==> src/rtl/mac_tanh_pkg.sv <==
// Shared types and defaults for the MAC/tanh job sequencer.
package mac_tanh_pkg;

  localparam int unsigned ADDR_W     = 12;
  localparam int unsigned WORD_BYTES = 2;

  localparam logic [ADDR_W-1:0] X_BASE_DEF   = 12'h000;
  localparam logic [ADDR_W-1:0] G_BASE_DEF   = 12'h000;
  localparam logic [ADDR_W-1:0] OUT_BASE_DEF = 12'h200;

  typedef enum logic [2:0] {
    StIdle,
    StFetch,
    StDrain,
    StTanhReq,
    StWaitTanh,
    StWrite,
    StDone
  } state_e;

  // Byte address of 16-bit word idx; caller truncates to the address width.
  function automatic int unsigned word_addr(int unsigned base, int unsigned idx);
    return base + idx * WORD_BYTES;
  endfunction

endpackage

==> src/rtl/mac_tanh_addr_gen.sv <==
// k/r/v loop counters and the registered x-read, g-read and result-write addresses.
module mac_tanh_addr_gen #(
  parameter int unsigned        ADDR_W   = mac_tanh_pkg::ADDR_W,
  parameter int unsigned        VEC_LEN  = 16,
  parameter int unsigned        NUM_ROWS = 16,
  parameter int unsigned        NUM_VECS = 16,
  parameter logic [ADDR_W-1:0]  X_BASE   = mac_tanh_pkg::X_BASE_DEF,
  parameter logic [ADDR_W-1:0]  G_BASE   = mac_tanh_pkg::G_BASE_DEF,
  parameter logic [ADDR_W-1:0]  OUT_BASE = mac_tanh_pkg::OUT_BASE_DEF
) (
  input  logic              clk,
  input  logic              reset,
  input  logic              cnt_clr,
  input  logic              k_step,
  input  logic              row_next,
  output logic              k_first,
  output logic              k_last,
  output logic              r_last,
  output logic              v_last,
  output logic [ADDR_W-1:0] sram_rd_addr,
  output logic [ADDR_W-1:0] gmem_rd_addr,
  output logic [ADDR_W-1:0] sram_wr_addr
);
  import mac_tanh_pkg::*;

  localparam int unsigned KW = (VEC_LEN > 1) ? $clog2(VEC_LEN) : 1;
  localparam int unsigned RW = (NUM_ROWS > 1) ? $clog2(NUM_ROWS) : 1;
  localparam int unsigned VW = (NUM_VECS > 1) ? $clog2(NUM_VECS) : 1;

  logic [KW-1:0] k_q, k_d;
  logic [RW-1:0] r_q, r_d;
  logic [VW-1:0] v_q, v_d;
  logic [ADDR_W-1:0] x_addr_q, x_addr_d;
  logic [ADDR_W-1:0] g_addr_q, g_addr_d;
  logic [ADDR_W-1:0] o_addr_q, o_addr_d;

  assign k_first = (k_q == '0);
  assign k_last  = (k_q == KW'(VEC_LEN - 1));
  assign r_last  = (r_q == RW'(NUM_ROWS - 1));
  assign v_last  = (v_q == VW'(NUM_VECS - 1));

  always_comb begin
    k_d = k_q;
    r_d = r_q;
    v_d = v_q;
    if (cnt_clr) begin
      k_d = '0;
      r_d = '0;
      v_d = '0;
    end else if (k_step) begin
      k_d = k_q + 1'b1;
    end else if (row_next) begin
      k_d = '0;
      if (r_last) begin
        r_d = '0;
        if (!v_last) v_d = v_q + 1'b1;
      end else begin
        r_d = r_q + 1'b1;
      end
    end
  end

  // Addresses follow the next counter values so they are valid in the cycle the counters are.
  always_comb begin
    x_addr_d = ADDR_W'(word_addr(32'(X_BASE), 32'(v_d) * VEC_LEN + 32'(k_d)));
    g_addr_d = ADDR_W'(word_addr(32'(G_BASE), 32'(r_d) * VEC_LEN + 32'(k_d)));
    o_addr_d = ADDR_W'(word_addr(32'(OUT_BASE), 32'(v_d) * NUM_ROWS + 32'(r_d)));
  end

  always_ff @(posedge clk) begin
    if (reset) begin
      k_q      <= '0;
      r_q      <= '0;
      v_q      <= '0;
      x_addr_q <= '0;
      g_addr_q <= '0;
      o_addr_q <= '0;
    end else begin
      k_q <= k_d;
      r_q <= r_d;
      v_q <= v_d;
      if (cnt_clr || k_step || row_next) begin
        x_addr_q <= x_addr_d;
        g_addr_q <= g_addr_d;
        o_addr_q <= o_addr_d;
      end
    end
  end

  assign sram_rd_addr = x_addr_q;
  assign gmem_rd_addr = g_addr_q;
  assign sram_wr_addr = o_addr_q;

endmodule

==> src/rtl/mac_tanh_sequencer.sv <==
// Job-level FSM sequencing MAC accumulation, tanh interpolation and result write-back.
// Optional stall counter output enabled by defining MAC_TANH_SEQ_PERF_EN.
module mac_tanh_sequencer #(
  parameter int unsigned        ADDR_W   = mac_tanh_pkg::ADDR_W,
  parameter int unsigned        VEC_LEN  = 16,
  parameter int unsigned        NUM_ROWS = 16,
  parameter int unsigned        NUM_VECS = 16,
  parameter logic [ADDR_W-1:0]  X_BASE   = mac_tanh_pkg::X_BASE_DEF,
  parameter logic [ADDR_W-1:0]  G_BASE   = mac_tanh_pkg::G_BASE_DEF,
  parameter logic [ADDR_W-1:0]  OUT_BASE = mac_tanh_pkg::OUT_BASE_DEF
) (
  input  logic              clk,
  input  logic              reset,
  input  logic              run,
  output logic              busy,
  output logic              done,
  output logic [ADDR_W-1:0] sram_rd_addr,
  output logic [ADDR_W-1:0] gmem_rd_addr,
  output logic              mac_en,
  output logic              mac_clear,
  output logic              tanh_start,
  input  logic              tanh_done,
  input  logic [15:0]       tanh_result,
  output logic              sram_wr_en,
  output logic [ADDR_W-1:0] sram_wr_addr,
  output logic [15:0]       sram_wr_data
`ifdef MAC_TANH_SEQ_PERF_EN
  ,
  output logic [15:0]       perf_stall_cycles
`endif
);
  import mac_tanh_pkg::*;

  state_e      state_q, state_d;
  logic        cnt_clr, k_step, row_next;
  logic        k_first, k_last, r_last, v_last;
  logic        mac_en_q, mac_clear_q;
  logic [15:0] wr_data_q;

  mac_tanh_addr_gen #(
    .ADDR_W   (ADDR_W),
    .VEC_LEN  (VEC_LEN),
    .NUM_ROWS (NUM_ROWS),
    .NUM_VECS (NUM_VECS),
    .X_BASE   (X_BASE),
    .G_BASE   (G_BASE),
    .OUT_BASE (OUT_BASE)
  ) u_addr_gen (
    .clk          (clk),
    .reset        (reset),
    .cnt_clr      (cnt_clr),
    .k_step       (k_step),
    .row_next     (row_next),
    .k_first      (k_first),
    .k_last       (k_last),
    .r_last       (r_last),
    .v_last       (v_last),
    .sram_rd_addr (sram_rd_addr),
    .gmem_rd_addr (gmem_rd_addr),
    .sram_wr_addr (sram_wr_addr)
  );

  always_ff @(posedge clk) begin
    if (reset) state_q <= StIdle;
    else       state_q <= state_d;
  end

  always_comb begin
    state_d  = state_q;
    cnt_clr  = 1'b0;
    k_step   = 1'b0;
    row_next = 1'b0;
    unique case (state_q)
      StIdle: begin
        if (run) begin
          state_d = StFetch;
          cnt_clr = 1'b1;
        end
      end
      StFetch: begin
        if (k_last) state_d = StDrain;
        else        k_step  = 1'b1;
      end
      StDrain:    state_d = StTanhReq;
      StTanhReq:  state_d = StWaitTanh;
      StWaitTanh: if (tanh_done) state_d = StWrite;
      StWrite: begin
        if (r_last && v_last) begin
          state_d = StDone;
        end else begin
          state_d  = StFetch;
          row_next = 1'b1;
        end
      end
      StDone:  state_d = StIdle;
      default: state_d = StIdle;
    endcase
  end

  always_comb begin
    busy       = 1'b0;
    done       = 1'b0;
    tanh_start = 1'b0;
    sram_wr_en = 1'b0;
    unique case (state_q)
      StFetch, StDrain, StWaitTanh: busy = 1'b1;
      StTanhReq: begin
        busy       = 1'b1;
        tanh_start = 1'b1;
      end
      StWrite: begin
        busy       = 1'b1;
        sram_wr_en = 1'b1;
      end
      StDone:  done = 1'b1;
      default: ;
    endcase
  end

  // Read data returns one cycle after each FETCH, so the MAC strobes lag the state by one.
  always_ff @(posedge clk) begin
    if (reset) begin
      mac_en_q    <= 1'b0;
      mac_clear_q <= 1'b0;
      wr_data_q   <= '0;
    end else begin
      mac_en_q    <= (state_q == StFetch);
      mac_clear_q <= (state_q == StFetch) && k_first;
      if (state_q == StWaitTanh && tanh_done) wr_data_q <= tanh_result;
    end
  end

  assign mac_en       = mac_en_q;
  assign mac_clear    = mac_clear_q;
  assign sram_wr_data = wr_data_q;

`ifdef MAC_TANH_SEQ_PERF_EN
  logic [15:0] perf_q;

  always_ff @(posedge clk) begin
    if (reset) begin
      perf_q <= '0;
    end else if (state_q == StIdle && run) begin
      perf_q <= '0;
    end else if (state_q == StWaitTanh && perf_q != 16'hFFFF) begin
      perf_q <= perf_q + 16'd1;
    end
  end

  assign perf_stall_cycles = perf_q;
`endif

endmodule

==> config.mk <==
export PLATFORM = sky130hd
export DESIGN_NAME = mac_tanh_sequencer
export DESIGN_NICKNAME = d
export VERILOG_FILES = /design/src/rtl/mac_tanh_pkg.sv /design/src/rtl/mac_tanh_addr_gen.sv /design/src/rtl/mac_tanh_sequencer.sv
export SDC_FILE = /design/constraint.sdc
export NUM_CORES = 1
export LEC_CHECK = 0
export BUFFER_PORTS_ARGS = -buffer_cell sky130_fd_sc_hd__buf_2
export CAP_MARGIN = 10
export CORE_ASPECT_RATIO = 1.1
export CORE_MARGIN = 2
export CORE_UTILIZATION = 45
export DETAILED_ROUTE_END_ITERATION = 6
export PLACE_DENSITY = 0.74
export SYNTH_ARGS = -nofsm -noshare
export SYNTH_HDL_FRONTEND = slang
export SYNTH_SLANG_ARGS = --single-unit
==> constraint.sdc <==
create_clock -name clk -period 3.7 [get_ports clk]
set_input_delay 0.37 -clock clk [delete_from_list [all_inputs] [get_ports clk]]
set_output_delay 0.37 -clock clk [all_outputs]
set_load 0.005 [all_outputs]
After elaboration in Yosys (flattened, before gate mapping)
Index checks and enable logic that the tools add are counted.
{"block": "word_totals", "input_bits": 20, "ff_bits": 67, "output_inout_bits": 58}
{"block": "op_classes", "eq_ne": 12, "n_mux": 27, "n_addsub": 7, "n_reduce_logical": 9}
{"op": "4-bit two-way mux", "count": 12}
{"op": "8-bit by 4-bit adder with 9-bit output", "count": 3}
{"op": "3-bit case mux with 6 select lines", "count": 1}
{"op": "10-bit by 12-bit adder with 12-bit output (first input constant)", "count": 1}
{"op": "4-bit by 1-bit adder with 4-bit output (second input constant)", "count": 3}
{"op": "4-bit == test (second input constant)", "count": 3}
{"op": "3-bit two-way mux", "count": 4}
{"op": "1-bit two-way mux", "count": 10}
{"op": "3-bit == test (second input constant)", "count": 3}
{"op": "3-bit by 2-bit == test with 1-bit output (second input constant)", "count": 2}
{"op": "2-bit inequality test (second input constant)", "count": 3}
{"op": "5-bit OR reduction", "count": 1}
{"op": "4-bit zero test", "count": 1}
{"op": "3-bit by 1-bit == test with 1-bit output (second input constant)", "count": 1}
{"op": "1-bit logical AND", "count": 3}
{"op": "3-bit zero test", "count": 1}
{"op": "3-bit AND reduction", "count": 1}
{"op": "1-bit logical OR", "count": 2}

Depth between registers and ports, before layout
Gate-level depths: netlist (run 1).
{"block": "logic_depth", "ltp_word": 9, "depth_mapped": 8}

By module
Synthesis (run 1) repeated with hierarchy kept, for this count alone.
{"block": "unflattened", "hier_cells": 255, "hier_area_um2": 2162.1}
{"module": "mac_tanh_addr_gen", "seq_area_each_um2": 500.5, "instances": 1, "area_per_inst_um2": 1258.7, "cells_each": 147}
{"module": "mac_tanh_sequencer", "seq_area_each_um2": 420.4, "instances": 1, "area_per_inst_um2": 903.4, "cells_each": 108}

Least setup slack after synthesis (run 1)
No wires, ideal clock.
{"block": "synth_path", "kind": "register to register", "start": "register u_addr_gen.r_q[0]", "end": "register u_addr_gen.o_addr_q[4], in the netlist u_addr_gen.sram_wr_addr[4]", "stages_incl_launch_ff": 9, "required_time_ns": 3.643, "synth_period_minus_slack_ns": 1.668, "path_slack_ns": 2.032, "t_arrival_ns": 1.611, "path_cell_list": "dfxtp_1 -> ha_1 -> and3_1 -> buf_2 -> a21o_1 -> buf_2 -> nand3_2 -> nor3b_1 -> a21o_1"}
{"block": "synth_via", "elab_chain_cells": 9, "word_cells_on_any_way": 12, "classes_between": "add/sub: 3; eq/ne: 1; mux: 6; reduce/logical: 2"}
{"element": "from (decl)", "line_no": "mac_tanh_addr_gen.sv:31", "text": "logic [RW-1:0] r_q, r_d;"}
{"element": "from (signal assigned)", "line_no": "mac_tanh_addr_gen.sv:80", "text": "r_q <= r_d;"}
{"element": "parallel branches: the longest is 9 deep, another holds 10-bit by 12-bit adder with 12-bit output"}
{"element": "to (signal assigned)", "line_no": "mac_tanh_addr_gen.sv:85", "text": "o_addr_q <= o_addr_d;"}
{"element": "to (decl)", "line_no": "mac_tanh_addr_gen.sv:35", "text": "logic [ADDR_W-1:0] o_addr_q, o_addr_d;"}
Several ways; the timed one is not identified.
A chain may end at the register's enable or synchronous reset.

Worst setup path after layout (run 1)
{"block": "layout_path", "start": "register u_addr_gen.r_q[0]", "end": "register u_addr_gen.g_addr_q[5], in the netlist u_addr_gen.gmem_rd_addr[5]"}
{"block": "layout_via", "elab_chain_cells": 8, "word_cells_on_any_way": 14, "classes_between": "add/sub: 2; eq/ne: 1; mux: 9; reduce/logical: 2"}
{"element": "parallel branches: the longest is 8 deep, another holds 8-bit by 4-bit adder with 9-bit output"}
{"element": "to (signal assigned)", "line_no": "mac_tanh_addr_gen.sv:84", "text": "g_addr_q <= g_addr_d;"}
{"element": "to (decl)", "line_no": "mac_tanh_addr_gen.sv:34", "text": "logic [ADDR_W-1:0] g_addr_q, g_addr_d;"}
Several ways; the timed one is not identified.

==> impl_metrics.ini, run 1 <==
[outcome]
status = complete, no violations

[clocking]
clock_sinks = 46
h-tree-depth = 2
cts_tree = built
path_clk_slew_ns = 0.09
cts_buffers = 5
insertion_delay_ns = 0.31
postCtsSetupBuffers = 0
ctsResizeCount = 0
cts_root_buf = clkbuf_8
clk_path_buf_depth = 2
cts_hold_buf = 0

[final_layout]
stdcell_count = 361
synthToLayoutAreaGrowth_pct = 14.7
n_fill_cell = 461
drive_gt1_frac = 0.269
fin_area_um2 = 2430
fin_util = 0.529
diodes = 0
multi_input_area_um2 = 968
regArea_um2 = 921
fin_nets = 328

[worst_setup_path]
path_class = flip-flop to flip-flop
cp_data_required_time_ns = 3.95
cpPeakStageDelay_ns = 0.40
r2r_setup_slack_ns = 1.73
path_cells = ha_1 -> and3_1 -> a21o_1 -> nand3_2 -> nor3b_1 -> a21o_1
critPathTopFamily = simple AND/OR/NAND/NOR gates
crit_path_end_kind = flip-flop
crit_path_max_fanout = 11
worstPathArrival_ns = 2.22
critPathLaunchType = flip-flop
worst_path_max_delay_cell = dfxtp_1
cp_common_cell = a21o_1
worst-path-buf-inv = 0

[logic_synthesis]
synth_area_leader_cell = dfxtp_1
synthTopCellsByArea = dfxtp_1 44%, buf_4 8.5%, nand2_1 8.5%
synthCells = 258
synth_edf_count = 0
ys_seq_area_frac = 0.436
synth.avg_cell_area_um2 = 8.20
synth-seq-cells = 46
yosysWarnings = 0
syn_area_um2 = 2110
synth_top_area_share = 0.436
synthFlopType = dfxtp_1
synthArstFlopShare = 0
synth_cell_types = 41

[global_route]
grt_pass1_vias = 1474
grt_max_degree = 32
gr-usage-all-layers = 0.158
grt_overflow_total = 0
grt_antenna_before_repair = 0
grt_pass1_wl_mm = 6.57

[sta]
finalCritPeriodShare = 0.532
fin_hold_ws_ns = 0.290
slew_violations = 0
hold_viol_final = 0
setup_tns_ns = 0
fin_crit_ns = 1.97
rsz0062_at_grt = false
setup_viol = 0
worstMarginPinSlew_ns = 0.646
timing.fmax_mhz = 508
worst_slack_ns = 1.73
clock_skew_ns = 0.00789
relSlewSlack = 0.568

[floorplan]
design.die.area_um2 = 5260
die_h_um = 75.9
rows = 26
io_pins = 78
start_util = 0.461
coreArea_um2 = 4590
die_w_um = 69.4

[placed_design]
portBuffers = 66
hpwl_mm = 3.04
postPlaceCellArea_um2 = 2310
dp_slack_ns = 1.77
place_inst = 353
gp_congestion = 0.781

[detailed_routing]
antenna_left = 0
vias = 1818
drtIter0Drc = 92
dr.pass1.iters = 4
wl_per_cell_um = 11.7
wirelength_mm = 4.23
viasPerCell = 5.04
drc = 0

[power_and_ir_drop]
cellPowerDensity_nw_per_um2 = 488
power.leakage_nw = 1.07
fin_total_pwr_mw = 1.18
ir_worst_vdd_mv = 0.249

[min_path]
hold_path.class = primary input to flip-flop

[job]
maxCapViolCount = 0
final timing paths:
| check | start | endpoint | cells past startpoint |
|---|---|---|---|
| worst min-delay path | tanh_result[12] | sram_wr_data[12] | 3 |
| worst min register to register | sram_wr_data[8] | sram_wr_data[8] | 2 |
| worst max register to register | u_addr_gen.r_q[0] | u_addr_gen.gmem_rd_addr[5] | 6 |
| worst max-delay path | u_addr_gen.r_q[0] | u_addr_gen.gmem_rd_addr[5] | 6 |
cell usage in the layout (no fill, tap or decap), drive strengths merged, types with 2 or more instances in the layout:
cell type,instances
and3,5
nand4,2
a21oi,29
nand3b,3
o31ai,3
inv,6
ha,4
clkbuf,5
a31oi,3
buf,66
nor3,8
xnor2,4
a211oi,2
nand2,48
conb,11
nand3,11
nor3b,4
a21o,4
clkinvlp,2
nor2,18
a41oi,2
nand2b,3
o21ai,3
dfxtp,46
o22ai,2
power by group:
part | internal, mW | total, mW | switching [mW]
Clock | 0.201 | 0.376 | 0.176
Combinational | 0.100 | 0.249 | 0.148
Sequential | 0.525 | 0.559 | 0.0336
Total | 0.827 | 1.18 | 0.358
sequential cells by signal (all words and copies together) (netlist names):
register / count
u_addr_gen.sram_wr_addr: 3
u_addr_gen.sram_rd_addr: 3
u_addr_gen.v_q: 4
mac_clear: 1
u_addr_gen.k_q: 4
u_addr_gen.r_q: 4
sram_wr_data: 16
state_q: 3
u_addr_gen.gmem_rd_addr: 7
mac_en: 1
synth_stat cells, types with 4 or more instances:
master,number
dfxtp_1,46
nand2_1,48
nand3_1,10
inv_1,4
a21oi_1,29
nor2_1,18
and3_1,4
ha_1,4
clkbuf_1,8
nor3_1,8
a21o_1,4
nor3b_1,4
xnor2_1,4
buf_4,24
final cells by class:
class                      instances  area share
sequential                        46       0.380
tap                               56      0.0289
clock inverter                     3      0.0186
multi-input combinational        179       0.399
clock buffer                       5      0.0284
timing repair buffer              66       0.136
inverter                           6     0.00928
cell families (layout without fill, tap and decap cells):
| family | after synthesis | after routing | synth area share |
|---|---|---|---|
| AND/OR/NAND/NOR | 106 | 106 | 0.238 |
| buffers and inverters | 43 | 80 | 0.124 |
| other | 1 | 11 | 0.00177 |
| flip-flops | 46 | 46 | 0.436 |
| XOR/XNOR | 5 | 5 | 0.0207 |
| AO/OA/AOI/OAI | 53 | 53 | 0.156 |
| adder cells (fa/ha/maj) | 4 | 4 | 0.0237 |
routing by layer:
metal	routed length, µm	track usage	part of all wire	vias to the layer above
met4	57	0.0588	0.013	0
met5	0	0	0	-
met2	1930	0.268	0.46	54
met1	1940	0.191	0.46	823
met3	296	0.0529	0.070	5
li1	-	-	-	936
tightest hold or removal path, delay by kind of cell:
family	cells	cell delay [ns]
buffers and inverters	1	0.09
and+or+nand+nor	1	0.04
AOI/OAI and AO/OA	1	0.05
No activity file was read; power rests on OpenSTA's default activity.
==> run 2, diff against run 1 <==
CORE_UTILIZATION = 44   (was 45)
PLACE_DENSITY = 0.75   (was 0.74)
clock period = 1.63 ns   (was 3.7 ns; I/O delays follow)
==> run 2 against run 1 <==
Against the previous run:
- setup slack lost 1.7 ns
- worst hold slack worse by 0.21 ns
- global-route usage increased by 1.4 points
- sequential power grew 120%
- clock skew shrank 0.00079 ns
- maximum frequency up 25%
- flip-flop and latch count did not move
- count of clock-buffer cells in the layout unchanged
==> impl_metrics.ini, run 2 (same netlist as run 1, synthesis figures left out) <==
[placed_design]
dp_slack_ns = 0.0416
hpwl_mm = 3.33
portBuffers = 66
gp_congestion = 0.829

[floorplan]
coreArea_um2 = 4650
io_pins = 78
die_h_um = 76.7
design.die.area_um2 = 5380
rows = 26
start_util = 0.455
die_w_um = 70.1

[final_layout]
diodes = 0
drive_gt1_frac = 0.357
final_cell_mix = 66 x buf_2, 47 x nand2_1, 45 x dfxtp_1, 29 x a21oi_1, 23 x buf_4
final_common_cell = buf_2
largest_register_ffs = 16
fin_nets = 351
synthToLayoutAreaGrowth_pct = 25.7

[sta]
worst_slack_ns = 0.0550
hold_viol_final = 0
setup_viol = 0
fin_crit_ns = 1.57
slew_violations = 0
finalCritPeriodShare = 0.966
clock_skew_ns = 0.00709
rsz0062_at_grt = true
timing.fmax_mhz = 635

[power_and_ir_drop]
p_sw_frac = 0.322
power.leakage_nw = 1.19
fin_total_pwr_mw = 2.72
seq_power_share = 0.459
p_int_mw = 1.85
p_comb_frac = 0.275
p_switching_mw = 0.878
ir_worst_vdd_mv = 0.611
p_clk_frac = 0.266
cellPowerDensity_nw_per_um2 = 1020

[global_route]
grt_overflow_total = 0
grt_antenna_before_repair = 0
grt_max_degree = 30
gr-usage-all-layers = 0.172
grt_pass1_wl_mm = 7.51
grt_pass1_vias = 1672

[worst_setup_path]
r2r_setup_slack_ns = 0.06
crit_path_max_fanout = 4
path_class = flip-flop to flip-flop
r2r_end = state_q[1]
critPathLaunchType = flip-flop
reg2reg_depth = 7
r2r_start = u_addr_gen.r_q[1]
crit_path_end_kind = flip-flop
worstPathArrival_ns = 1.80
cp_data_required_time_ns = 1.85

[min_path]
worstHoldStart = tanh_result[13]
hold_end = sram_wr_data[13]
whs_path_depth = 3
hold_path.class = primary input to flip-flop

[clocking]
insertion_delay_ns = 0.31
h-tree-depth = 2
path_clk_slew_ns = 0.09
cts_tree = built
cts_hold_buf = 0
cts_buffers = 5
clk_path_buf_depth = 2
cts_root_buf = clkbuf_8
clock_sinks = 46

[detailed_routing]
wl_met3_um = 331
dr.max_layer_used = met4
drc = 0
viasPerCell = 5.05
drtIter0Drc = 78
met1_length_mm = 1.97
wl_met2_mm = 2.32
wl_per_cell_um = 12.3
antenna_left = 0
vias = 1940
wirelength_mm = 4.73
dr.pass1.iters = 4

[outcome]
status = complete, no violations

[job]
maxCapViolCount = 0
-- run 2: power by group through the flow --
stage                     registers [mW]  logic (mW)  clock network (mW)
final                               1.25       0.749               0.726
after global routing                1.26       0.826               0.787
after CTS                           1.24       0.714               0.741
after detailed placement            1.27       0.710                   0
after global placement              1.27       0.699                   0
after floorplan                     1.28       0.484                   0
-- run 2: worst max-delay path by stage --
stage / startpoint / to / depth (start not counted)
6_report: u_addr_gen.r_q[1] / state_q[1] / 7
5_1_grt: u_addr_gen.r_q[1] / state_q[1] / 7
4_1_cts: u_addr_gen.v_q[1] / u_addr_gen.sram_rd_addr[6] / 6
3_5_place_dp: u_addr_gen.v_q[1] / u_addr_gen.sram_wr_addr[4] / 6
3_3_place_gp: u_addr_gen.v_q[0] / u_addr_gen.r_q[2] / 7
2_1_floorplan: u_addr_gen.r_q[0] / u_addr_gen.gmem_rd_addr[5] / 8
-- run 2: layout make-up --
cell class              count  area [µm²]
fillers                   428        1990
multi-input cells         179        1050
flip-flops and latches     46         922
repair buffers             89         503
well taps                  56        70.1
clock buffers               5        68.8
clock inverters             3        25.0
inverters                   6        22.5
-- run 2: metrics by stage --
| stage | util | setup TNS (ns) | hold slack [ns] | cell area [µm²] | std cells |
|---|---|---|---|---|---|
| 2_1_floorplan | - | 0 | 0.248 | 2160 | 268 |
| 3_3_place_gp | 0.536 | 0 | 0.405 | 2490 | 376 |
| 3_5_place_dp | 0.536 | 0 | 0.408 | 2490 | 376 |
| 4_1_cts | 0.556 | 0 | 0.0693 | 2590 | 384 |
| 5_1_grt | 0.571 | -0.0372 | 0.0785 | 2660 | 384 |
| 6_report | 0.571 | 0 | 0.0777 | 2660 | 384 |
-- run 2: layer usage --
| layer | up-vias | global-route usage |
|---|---|---|
| li1 | 983 | - |
| met1 | 876 | 0.218 |
| met2 | 73 | 0.273 |
| met3 | 8 | 0.0394 |
| met4 | 0 | 0.0904 |
| met5 | - | 0 |
-- run 2: what timing repair did --
item                       in CTS  in global routing
setup endpoints to repair       0                 15
hold endpoints to repair        0                  0
buffers inserted                0                  0
gates resized for setup         0                 14
-- run 2: critical path: stages, from the launching register on --
cell,delay (ns)
dfxtp_1,0.39
ha_4,0.17
and3_4,0.20
buf_4,0.12
nand2_2,0.09
a211oi_2,0.25
a21oi_1,0.07
nor3b_1,0.21
